File: config.mk
export PLATFORM = sky130hd
export DESIGN_NAME = pipe_front_regs
export DESIGN_NICKNAME = d
export VERILOG_FILES = /design/src/rtl/pipe_front_regs_pkg.sv /design/src/rtl/pipe_front_regs_pipe_reg.sv /design/src/rtl/pipe_front_regs.sv
export SDC_FILE = /design/constraint.sdc
export NUM_CORES = 1
export LEC_CHECK = 0
export BUFFER_PORTS_ARGS = -buffer_cell sky130_fd_sc_hd__clkbuf_2
export CORE_UTILIZATION = 30
export CTS_BUF_LIST = sky130_fd_sc_hd__clkbuf_4 sky130_fd_sc_hd__clkbuf_8 sky130_fd_sc_hd__clkbuf_16
export DETAILED_ROUTE_END_ITERATION = 16
export PLACE_DENSITY = 0.52
export SLEW_MARGIN = 20
export SYNTH_ARGS = -nofsm -noshare
export SYNTH_HDL_FRONTEND = slang
export SYNTH_SLANG_ARGS = --single-unit
File: constraint.sdc
create_clock -name clk -period 2.6 [get_ports clk]
set_input_delay 0.13 -clock clk [delete_from_list [all_inputs] [get_ports clk]]
set_output_delay 0.13 -clock clk [all_outputs]
set_load 0.01 [all_outputs]
File: src/rtl/pipe_front_regs_pkg.sv
// Shared constants and ID/EX bundle layout for the front-end pipeline registers.
package pipe_front_regs_pkg;

    localparam logic [31:0] PC_RESET_DEF  = 32'h0000_0000;
    localparam logic [31:0] NPC_RESET_DEF = 32'h0000_0004;
    localparam logic [31:0] NOP_INSTR_DEF = 32'h0100_0000;
    localparam logic [31:0] PC_INC        = 32'd4;
    localparam int          CTRL_W_DEF    = 8;

    // Fixed-width part of the ID/EX bundle; ctrl bits of width CTRL_W follow it.
    typedef struct packed {
        logic       l;
        logic       rf_le;
        logic [4:0] rd;
        logic       valid;
    } ex_hdr_t;

    localparam ex_hdr_t EX_HDR_BUBBLE = '0;

endpackage

File: src/rtl/pipe_front_regs_pipe_reg.sv
// Generic pipeline register: sync reset value, hold enable, clear-to-bubble.
module pipe_reg #(
    parameter int             W       = 32,
    parameter logic [W-1:0]   RST_VAL = '0,
    parameter logic [W-1:0]   BUBBLE  = '0
) (
    input  logic         clk,
    input  logic         reset,
    input  logic         hold,
    input  logic         clear,
    input  logic [W-1:0] d,
    output logic [W-1:0] q
);

    // Hold wins over clear so a frozen stage never loses its contents.
    always_ff @(posedge clk) begin
        if (reset)
            q <= RST_VAL;
        else if (hold)
            q <= q;
        else if (clear)
            q <= BUBBLE;
        else
            q <= d;
    end

endmodule

File: src/rtl/pipe_front_regs.sv
// PC/nPC with SPARC-style delayed branch, IF/ID and ID/EX registers, stall counter.
module pipe_front_regs
    import pipe_front_regs_pkg::*;
#(
    parameter logic [31:0] PC_RESET  = PC_RESET_DEF,
    parameter logic [31:0] NPC_RESET = NPC_RESET_DEF,
    parameter logic [31:0] NOP_INSTR = NOP_INSTR_DEF,
    parameter int          CTRL_W    = CTRL_W_DEF
) (
    input  logic              clk,
    input  logic              reset,
    input  logic              stall_F,
    input  logic              stall_D,
    input  logic              flush_E,
    input  logic              br_taken_ID,
    input  logic [31:0]       br_target_ID,
    input  logic [31:0]       instr_IF,
    input  logic              L_ID,
    input  logic              RF_LE_ID,
    input  logic [4:0]        RD_ID,
    input  logic [CTRL_W-1:0] ctrl_ID,
    output logic [31:0]       PC,
    output logic [31:0]       nPC,
    output logic [31:0]       instr_ID,
    output logic [31:0]       PC_ID,
    output logic              valid_ID,
    output logic              L_EX,
    output logic              RF_LE_EX,
    output logic [4:0]        RD_EX,
    output logic [CTRL_W-1:0] ctrl_EX,
    output logic [31:0]       PC_EX,
    output logic              valid_EX,
    output logic [15:0]       stall_cnt
);

    localparam int IFID_W = 32 + 32 + 1;
    localparam int EX_W   = $bits(ex_hdr_t) + CTRL_W;

    logic redirect;
    assign redirect = br_taken_ID & valid_ID & ~stall_D;

    always_ff @(posedge clk) begin
        if (reset) begin
            PC  <= PC_RESET;
            nPC <= NPC_RESET;
        end else if (!stall_F) begin
            PC  <= nPC;
            nPC <= redirect ? br_target_ID : nPC + PC_INC;
        end
    end

    always_ff @(posedge clk) begin
        if (reset)
            stall_cnt <= '0;
        else if (stall_F && stall_cnt != 16'hFFFF)
            stall_cnt <= stall_cnt + 16'd1;
    end

    logic [IFID_W-1:0] ifid_d, ifid_q;
    assign ifid_d = {instr_IF, PC, 1'b1};

    pipe_reg #(
        .W       (IFID_W),
        .RST_VAL ({NOP_INSTR, 32'h0, 1'b0}),
        .BUBBLE  ('0)
    ) u_ifid (
        .clk   (clk),
        .reset (reset),
        .hold  (stall_D),
        .clear (1'b0),
        .d     (ifid_d),
        .q     (ifid_q)
    );

    assign {instr_ID, PC_ID, valid_ID} = ifid_q;

    ex_hdr_t         ex_hdr_d, ex_hdr_q;
    logic [EX_W-1:0] ex_q;

    always_comb begin
        ex_hdr_d       = EX_HDR_BUBBLE;
        ex_hdr_d.l     = L_ID & valid_ID;
        ex_hdr_d.rf_le = RF_LE_ID & valid_ID;
        ex_hdr_d.rd    = RD_ID;
        ex_hdr_d.valid = valid_ID;
    end

    pipe_reg #(
        .W       (EX_W),
        .RST_VAL ('0),
        .BUBBLE  ({EX_HDR_BUBBLE, {CTRL_W{1'b0}}})
    ) u_idex (
        .clk   (clk),
        .reset (reset),
        .hold  (1'b0),
        .clear (flush_E),
        .d     ({ex_hdr_d, ctrl_ID}),
        .q     (ex_q)
    );

    assign {ex_hdr_q, ctrl_EX} = ex_q;
    assign L_EX     = ex_hdr_q.l;
    assign RF_LE_EX = ex_hdr_q.rf_le;
    assign RD_EX    = ex_hdr_q.rd;
    assign valid_EX = ex_hdr_q.valid;

    // PC_EX follows PC_ID even into a bubble, so it is kept out of the clearable bundle.
    pipe_reg #(
        .W       (32),
        .RST_VAL ('0),
        .BUBBLE  ('0)
    ) u_pc_ex (
        .clk   (clk),
        .reset (reset),
        .hold  (1'b0),
        .clear (1'b0),
        .d     (PC_ID),
        .q     (PC_EX)
    );

endmodule
==> results of run 1 <==
critical path, cell delays in order (launching register included):
cell,delay (ns)
sky130_fd_sc_hd__dfxtp_1,0.53
sky130_fd_sc_hd__nand4_2,0.23
sky130_fd_sc_hd__nor3_2,0.63
sky130_fd_sc_hd__nand4_1,0.20
sky130_fd_sc_hd__mux2i_1,0.19
sky130_fd_sc_hd__a21oi_1,0.07
flip-flops by register name, summed over array words and instances (netlist names):
name       cells
nPC           32
stall_cnt     16
u_idex.q      16
u_ifid.q      65
u_pc_ex.q     32
PC            32
cells in the mapped netlist, types with 8 or more instances:
master	instances
sky130_fd_sc_hd__nand3_1	26
sky130_fd_sc_hd__inv_1	9
sky130_fd_sc_hd__dfxtp_1	193
sky130_fd_sc_hd__xnor2_1	11
sky130_fd_sc_hd__clkbuf_1	34
sky130_fd_sc_hd__nor2b_1	32
sky130_fd_sc_hd__nor2_1	157
sky130_fd_sc_hd__buf_2	11
sky130_fd_sc_hd__o21ai_0	8
sky130_fd_sc_hd__mux2i_1	104
sky130_fd_sc_hd__a21oi_1	43
sky130_fd_sc_hd__nand4_1	12
sky130_fd_sc_hd__a31oi_1	13
sky130_fd_sc_hd__nand2_1	31
sky130_fd_sc_hd__and2_1	17
sky130_fd_sc_hd__and3_1	8
metal layers:
| metal | wire length (µm) | global-route usage (%) | part of all wire, % | vias up |
|---|---|---|---|---|
| li1 | - | - | - | 3383 |
| met1 | 10300 | 22.6 | 46 | 3122 |
| met2 | 10400 | 27.5 | 46 | 214 |
| met3 | 1390 | 5.04 | 6.2 | 24 |
| met4 | 287 | 4.89 | 1.3 | 6 |
| met5 | 39 | 0 | 0.17 | - |
kinds of logic after synthesis:
| kind of cell | synth area share, % |
|---|---|
| AOI/OAI and AO/OA | 8.75 |
| xor gates and xnor gates | 1.39 |
| adders and majority gates | 0.331 |
| buffers and inverters | 3.41 |
| DFF | 51.1 |
| muxes | 13.8 |
| and+or+nand+nor | 21.3 |
cell type report:
| class | count | area, µm² |
|---|---|---|
| well taps | 324 | 405 |
| clock inverters | 14 | 148 |
| inverters | 10 | 37.5 |
| fillers | 2456 | 14200 |
| flip-flops and latches | 193 | 3860 |
| clock buffers | 18 | 439 |
| diodes | 1 | 2.50 |
| repair buffers | 344 | 2040 |
| multi-input cells | 544 | 3440 |
cells in the final DEF (no fill, tap or decap), drive strengths merged, types with 2 or more instances in the layout:
cell,count
xnor2,11
dfxtp,193
nor3b,5
nor3,8
o22ai,6
nand3,26
nand2,31
clkbuf,292
a22oi,4
inv,15
a21o,5
a41oi,2
and3,8
and4,7
and2,17
clkinv,8
nor2b,32
a211oi,6
nor2,157
or2,2
buf,19
o221a,3
nand4,15
dlygate4sd3,51
mux2i,104
nor4,4
ha,2
a21oi,44
o21ai,15
a31oi,13
or4,3
power by group through the flow:
stage / combinational, W / clock [W] / sequential [W]
5_1_grt: 0.000631 / 0.00282 / 0.00313
2_1_floorplan: 0.000263 / 0 / 0.00320
6_report: 0.000574 / 0.00261 / 0.00312
3_5_place_dp: 0.000518 / 0 / 0.00319
3_3_place_gp: 0.000518 / 0 / 0.00318
4_1_cts: 0.000582 / 0.00270 / 0.00312
worst paths after layout:
path	cells after the start	slack [ns]	from	end
max	5	0.61	nPC[8]	nPC[21]
min	4	0.02	br_target_ID[15]	nPC[15]
max reg2reg	5	0.61	nPC[8]	nPC[21]
min reg2reg	1	0.47	u_ifid.q[21]	u_pc_ex.q[20]
stage by stage:
stage / utilization (%) / hold slack (ns) / std cells / power, W / setup slack, ns
final: 42.3 / 0.0226 / 1448 / 0.00630 / 0.610
after global routing: 42.3 / 0.0302 / 1448 / 0.00658 / 0.406
after CTS: 42.3 / 0.00122 / 1447 / 0.00640 / 0.603
after detailed placement: 37.8 / 0.333 / 1364 / 0.00370 / 0.626
after global placement: 37.8 / 0.329 / 1364 / 0.00370 / 0.578
after floorplan: - / 0.207 / 800 / 0.00346 / 0.715
==> flow_summary.json, run 1 <==
{
  "status": "complete, no violations",
  "drtAntennaViolNets": 0,
  "routed_wirelength_um": 22500,
  "placeableCoreArea_um2": 24500,
  "timing.final.crit_period_ns": 1.99,
  "worst-path-max-fanout": 10,
  "synth.ff_latch_count": 193,
  "pwr_per_cell_area_nw_per_um2": 607,
  "clock-skew-final_ns": 0.00779,
  "path_clk_slew_ns": 0.08,
  "cts-root-buf": "sky130_fd_sc_hd__clkbuf_16",
  "hp-class": "primary input to flip-flop",
  "totalNegativeSetupSlack_ns": 0,
  "detail_route.wl_per_cell_um": 15.5,
  "timing.setup.critical_path_class": "flip-flop to flip-flop",
  "clkSinkCount": 193,
  "worst_setup_path_end_kind": "flip-flop",
  "placed_area_um2": 9280,
  "synth_edf_count": 0,
  "p_comb_share_pct": 9.1,
  "cts.repair.resized": 0,
  "yosys.cell_types.count": 54,
  "grt_start_max_net_pins": 112,
  "sequentialPowerShare_pct": 49.5,
  "synthTopCellsByArea": "sky130_fd_sc_hd__dfxtp_1 51%, sky130_fd_sc_hd__mux2i_1 14%, sky130_fd_sc_hd__nor2_1 7.8%, sky130_fd_sc_hd__a21oi_1 2.8%, sky130_fd_sc_hd__nor2b_1 2.6%",
  "grt_antenna_before_repair": 4,
  "track_usage_pct": 17.3,
  "std_cell_rows": 57,
  "setup_viol_count_final": 0,
  "clock_latency_ns": 0.43,
  "vdd_ir_drop_max_mv": 0.342,
  "clock_power_share_pct": 41.4,
  "grt_pass1_wl_um": 35000,
  "clock_tree.htree_level_count": 4,
  "maxCapViolCount": 0,
  "drive_gt1_share_pct": 30.0,
  "asyncSetResetFlopFracSynth_pct": 0,
  "post_dp_hpwl_um": 15500,
  "ys.flop_type": "sky130_fd_sc_hd__dfxtp_1",
  "syn-num-nets": 887,
  "initialDrtViolationCount": 384,
  "fp.dieH_um": 161,
  "yosys.area.top_type_share_pct": 51.1,
  "critPathArrivalTime_ns": 2.29,
  "intPower_w": 0.00461,
  "worstPathRequired_ns": 2.90,
  "rsz0062_at_grt": "no",
  "period_share_pct": 76.5,
  "io_pins": 278,
  "ys_warn_count": 0,
  "numCtsBuffers": 17,
  "routabilityCongestion": 0.793,
  "hold_viol_final": 0,
  "final_net_count": 1197,
  "overflow": 0,
  "final_design_area_no_fill_um2": 10400,
  "fmax_mhz": 502,
  "detail_route.drc_violations": 0,
  "report.final.slew_viol_count": 0,
  "power.net_switching_w": 0.00168,
  "max_slew.worst_pin.slew_ns": 0.923,
  "drt-vias-per-instance": 4.66,
  "postSynthAreaPerCell_um2": 9.46,
  "vias_after_detailed_routing": 6749,
  "crit_path_start_kind": "flip-flop",
  "postCtsSetupRepairBufs": 0,
  "area_delta_synth_final_pct": 37.2,
  "cell_taking_the_most_area_after_synthesis": "sky130_fd_sc_hd__dfxtp_1",
  "max-clock-path-buffers": 2,
  "portBuffers": 277,
  "design.die.area_um2": 25900,
  "synth_sequential_area_ratio_pct": 51.1,
  "dieWidth_um": 161,
  "max-slew-margin-rel_pct": 38.5,
  "cts_tree": "built",
  "power.share.switching_pct": 26.7,
  "initial_utilization_pct": 30.8,
  "number_of_buffers_added_to_fix_hold_violations_after_cts": 51,
  "power.leakage_nw": 4.80,
  "syn-cell-area_um2": 7560,
  "synth_cells": 800,
  "drt_first_pass_iters": 5,
  "grt_pass1_vias": 6195
}
Note: power is estimated with default switching activity, not from simulation.
==> run 2: changes to the inputs <==
Settings changed: ABC_AREA set to 1.
Clock period 2.6 ns to 2.08 ns, I/O delays scaled along.
==> flow_summary.json, run 2 <==
{
  "grt_pass1_wl_um": 38800,
  "cts-root-buf": "sky130_fd_sc_hd__clkbuf_16",
  "rsz0062_at_grt": "no",
  "fp.dieH_um": 163,
  "syn-num-nets": 1146,
  "grt_pass1_vias": 7238,
  "vdd_ir_drop_max_mv": 0.433,
  "overflow": 0,
  "max-clock-path-buffers": 2,
  "clock_latency_ns": 0.43,
  "insertedDiodeCount": 0,
  "fmax_mhz": 556,
  "clock_tree.htree_level_count": 4,
  "final_net_count": 1480,
  "hold_viol_final": 0,
  "layout.cells.most_common_list": "276 x sky130_fd_sc_hd__clkbuf_2, 193 x sky130_fd_sc_hd__dfxtp_1, 189 x sky130_fd_sc_hd__nor2_1",
  "cts_tree": "built",
  "synth_sequential_area_ratio_pct": 50.0,
  "netlist_top_cells_count": "193 x sky130_fd_sc_hd__dfxtp_1, 189 x sky130_fd_sc_hd__nor2_1, 188 x sky130_fd_sc_hd__nand2_1, 129 x sky130_fd_sc_hd__o21ai_0, 113 x sky130_fd_sc_hd__inv_1",
  "cp_slowest_cell": "sky130_fd_sc_hd__dfxtp_1",
  "synth_fa_ha_area_share_pct": 0.324,
  "initial_utilization_pct": 30.6,
  "synth_cells": 1059,
  "numCtsBuffers": 17,
  "routed_wirelength_um": 25000,
  "drt-vias-per-instance": 4.50,
  "synth_simple_gate_area_share_pct": 24.3,
  "crit_family": "simple AND/OR/NAND/NOR gates",
  "vias_after_detailed_routing": 7806,
  "worst-path-max-fanout": 19,
  "report.final.slew_viol_count": 0,
  "synth_edf_count": 0,
  "grt_antenna_before_repair": 0,
  "design.die.area_um2": 26400,
  "main_combinational_cell_family_by_area_after_synthesis": "simple AND/OR/NAND/NOR gates",
  "hp-class": "primary input to flip-flop",
  "clkSinkCount": 193,
  "synthTopCellsByArea": "sky130_fd_sc_hd__dfxtp_1 50%, sky130_fd_sc_hd__nor2_1 9.2%, sky130_fd_sc_hd__nand2_1 9.1%, sky130_fd_sc_hd__o21ai_0 8.3%, sky130_fd_sc_hd__a21oi_1 5.6%",
  "portBuffers": 277,
  "area_delta_synth_final_pct": 39.7,
  "portion_of_netlist_area_occupied_by_mux_cells_pct": 0,
  "crit_path_start_kind": "flip-flop",
  "cell_taking_the_most_area_after_synthesis": "sky130_fd_sc_hd__dfxtp_1",
  "drtAntennaViolNets": 0,
  "grt_start_max_net_pins": 50,
  "synth.ff_latch_count": 193,
  "timing.final.crit_period_ns": 1.80,
  "pwr_per_cell_area_nw_per_um2": 791,
  "std_cell_rows": 58,
  "asyncSetResetFlopFracSynth_pct": 0,
  "dieWidth_um": 163,
  "period_share_pct": 86.5,
  "status": "complete, no violations",
  "totalNegativeSetupSlack_ns": 0,
  "detail_route.wl_per_cell_um": 14.4,
  "power.leakage_nw": 5.09,
  "path_clk_slew_ns": 0.08,
  "post_dp_hpwl_um": 18100,
  "yosysMostFrequentCell": "sky130_fd_sc_hd__dfxtp_1",
  "syn-cell-area_um2": 7730,
  "drive_gt1_share_pct": 25.2,
  "track_usage_pct": 18.9,
  "io_pins": 278,
  "filler_cell_count": 2679,
  "detail_route.drc_violations": 0,
  "max_stage_delay_ns": 0.42,
  "ys.flop_type": "sky130_fd_sc_hd__dfxtp_1",
  "synth_compound_gate_area_share_pct": 14.9,
  "max_slew.worst_pin.slew_ns": 0.586,
  "path_cells": "ha_1, nand3_2, nor2_2, nand3_2, nand2_4, inv_2, nand2_1, a21oi_1",
  "crit_buf_inv": 1,
  "max-slew-margin-rel_pct": 60.9,
  "post-place-ws_ns": 0.283,
  "synthXorXnorAreaFrac_pct": 1.70,
  "flip_flop_count_of_the_largest_register_after_layout": 65,
  "worst_slack_ns": 0.282,
  "clock-skew-final_ns": 0.0123,
  "critPathArrivalTime_ns": 2.09,
  "postSynthAreaPerCell_um2": 7.30,
  "timing.setup.critical_path_class": "flip-flop to flip-flop",
  "regMostFlops": "u_ifid.q",
  "routabilityCongestion": 0.866,
  "worst_setup_path_end_kind": "flip-flop",
  "most_used_cell_cp": "sky130_fd_sc_hd__nand3_2",
  "maxCapViolCount": 0,
  "setup_viol_count_final": 0,
  "placeableCoreArea_um2": 25300,
  "ys_warn_count": 0,
  "drt_first_pass_iters": 7,
  "yosys.cell_types.count": 36,
  "initialDrtViolationCount": 588,
  "layout_commonest_cell": "sky130_fd_sc_hd__clkbuf_2",
  "postCtsSetupRepairBufs": 0,
  "yosys.area.top_type_share_pct": 50.0,
  "worstPathRequired_ns": 2.37
}
-- run 2: kinds of logic (layout without fill, tap and decap cells) --
logic type	Yosys count	count (layout)
simple gates	452	452
xor+xnor	15	15
flops	193	193
compound gates	226	226
buf+inv	171	518
fa+ha+maj	2	2
-- run 2: per-layer routing --
metal | wire [µm] | vias up | GRT usage [%]
li1 | - | 4035 | -
met1 | 11900 | 3516 | 25.6
met2 | 11600 | 224 | 30.4
met3 | 1120 | 31 | 3.08
met4 | 431 | 0 | 6.50
met5 | 0 | - | 0
-- run 2: timing repair --
item                                   in CTS  in global routing
resized for setup                           0                  0
setup endpoints to repair                   0                  0
hold buffers                               71                  0
endpoints found under the hold margin      71                  0
-- run 2: worst paths after layout --
check / cells past startpoint / slack, ns / to / startpoint
max: 8 / 0.28 / stall_cnt[10] / stall_cnt[1]
min: 3 / 0.02 / nPC[4] / br_target_ID[4]
max reg2reg: 8 / 0.28 / stall_cnt[10] / stall_cnt[1]
min reg2reg: 2 / 0.44 / u_pc_ex.q[20] / u_ifid.q[21]
-- run 2: area by class of cell --
cell class / count / area (µm²) / area share, %
Clock buffer: 19 / 453 / 4.19
Multi-Input combinational cell: 695 / 3190 / 29.6
Tap cell: 330 / 413 / 3.82
Inverter: 116 / 437 / 4.04
Timing Repair Buffer: 370 / 2270 / 21.1
Sequential cell: 193 / 3860 / 35.8
Clock inverter: 13 / 171 / 1.59
-- run 2: worst min-delay path, cell delays in order --
cell and delay, ns:
sky130_fd_sc_hd__clkbuf_2 0.09, sky130_fd_sc_hd__o21ai_0 0.16, sky130_fd_sc_hd__a311oi_1 0.04
-- run 2: through the flow --
stage	hold WS, ns	utilization (%)	power (W)	area [µm²]	cells
6_report	0.0160	42.8	0.00855	10800	1736
4_1_cts	0.00117	42.8	0.00868	10800	1736
2_1_floorplan	0.216	-	0.00461	7730	1059
3_5_place_dp	0.306	37.5	0.00507	9470	1633
5_1_grt	0.0190	42.8	0.00897	10800	1736
3_3_place_gp	0.307	37.5	0.00507	9470	1633
-- run 2: power by group --
part           leakage [nW]  switching (W)  internal (W)
sequential             1.59       0.000162       0.00390
clock                 0.307        0.00157       0.00189
combinational          3.19       0.000590      0.000438
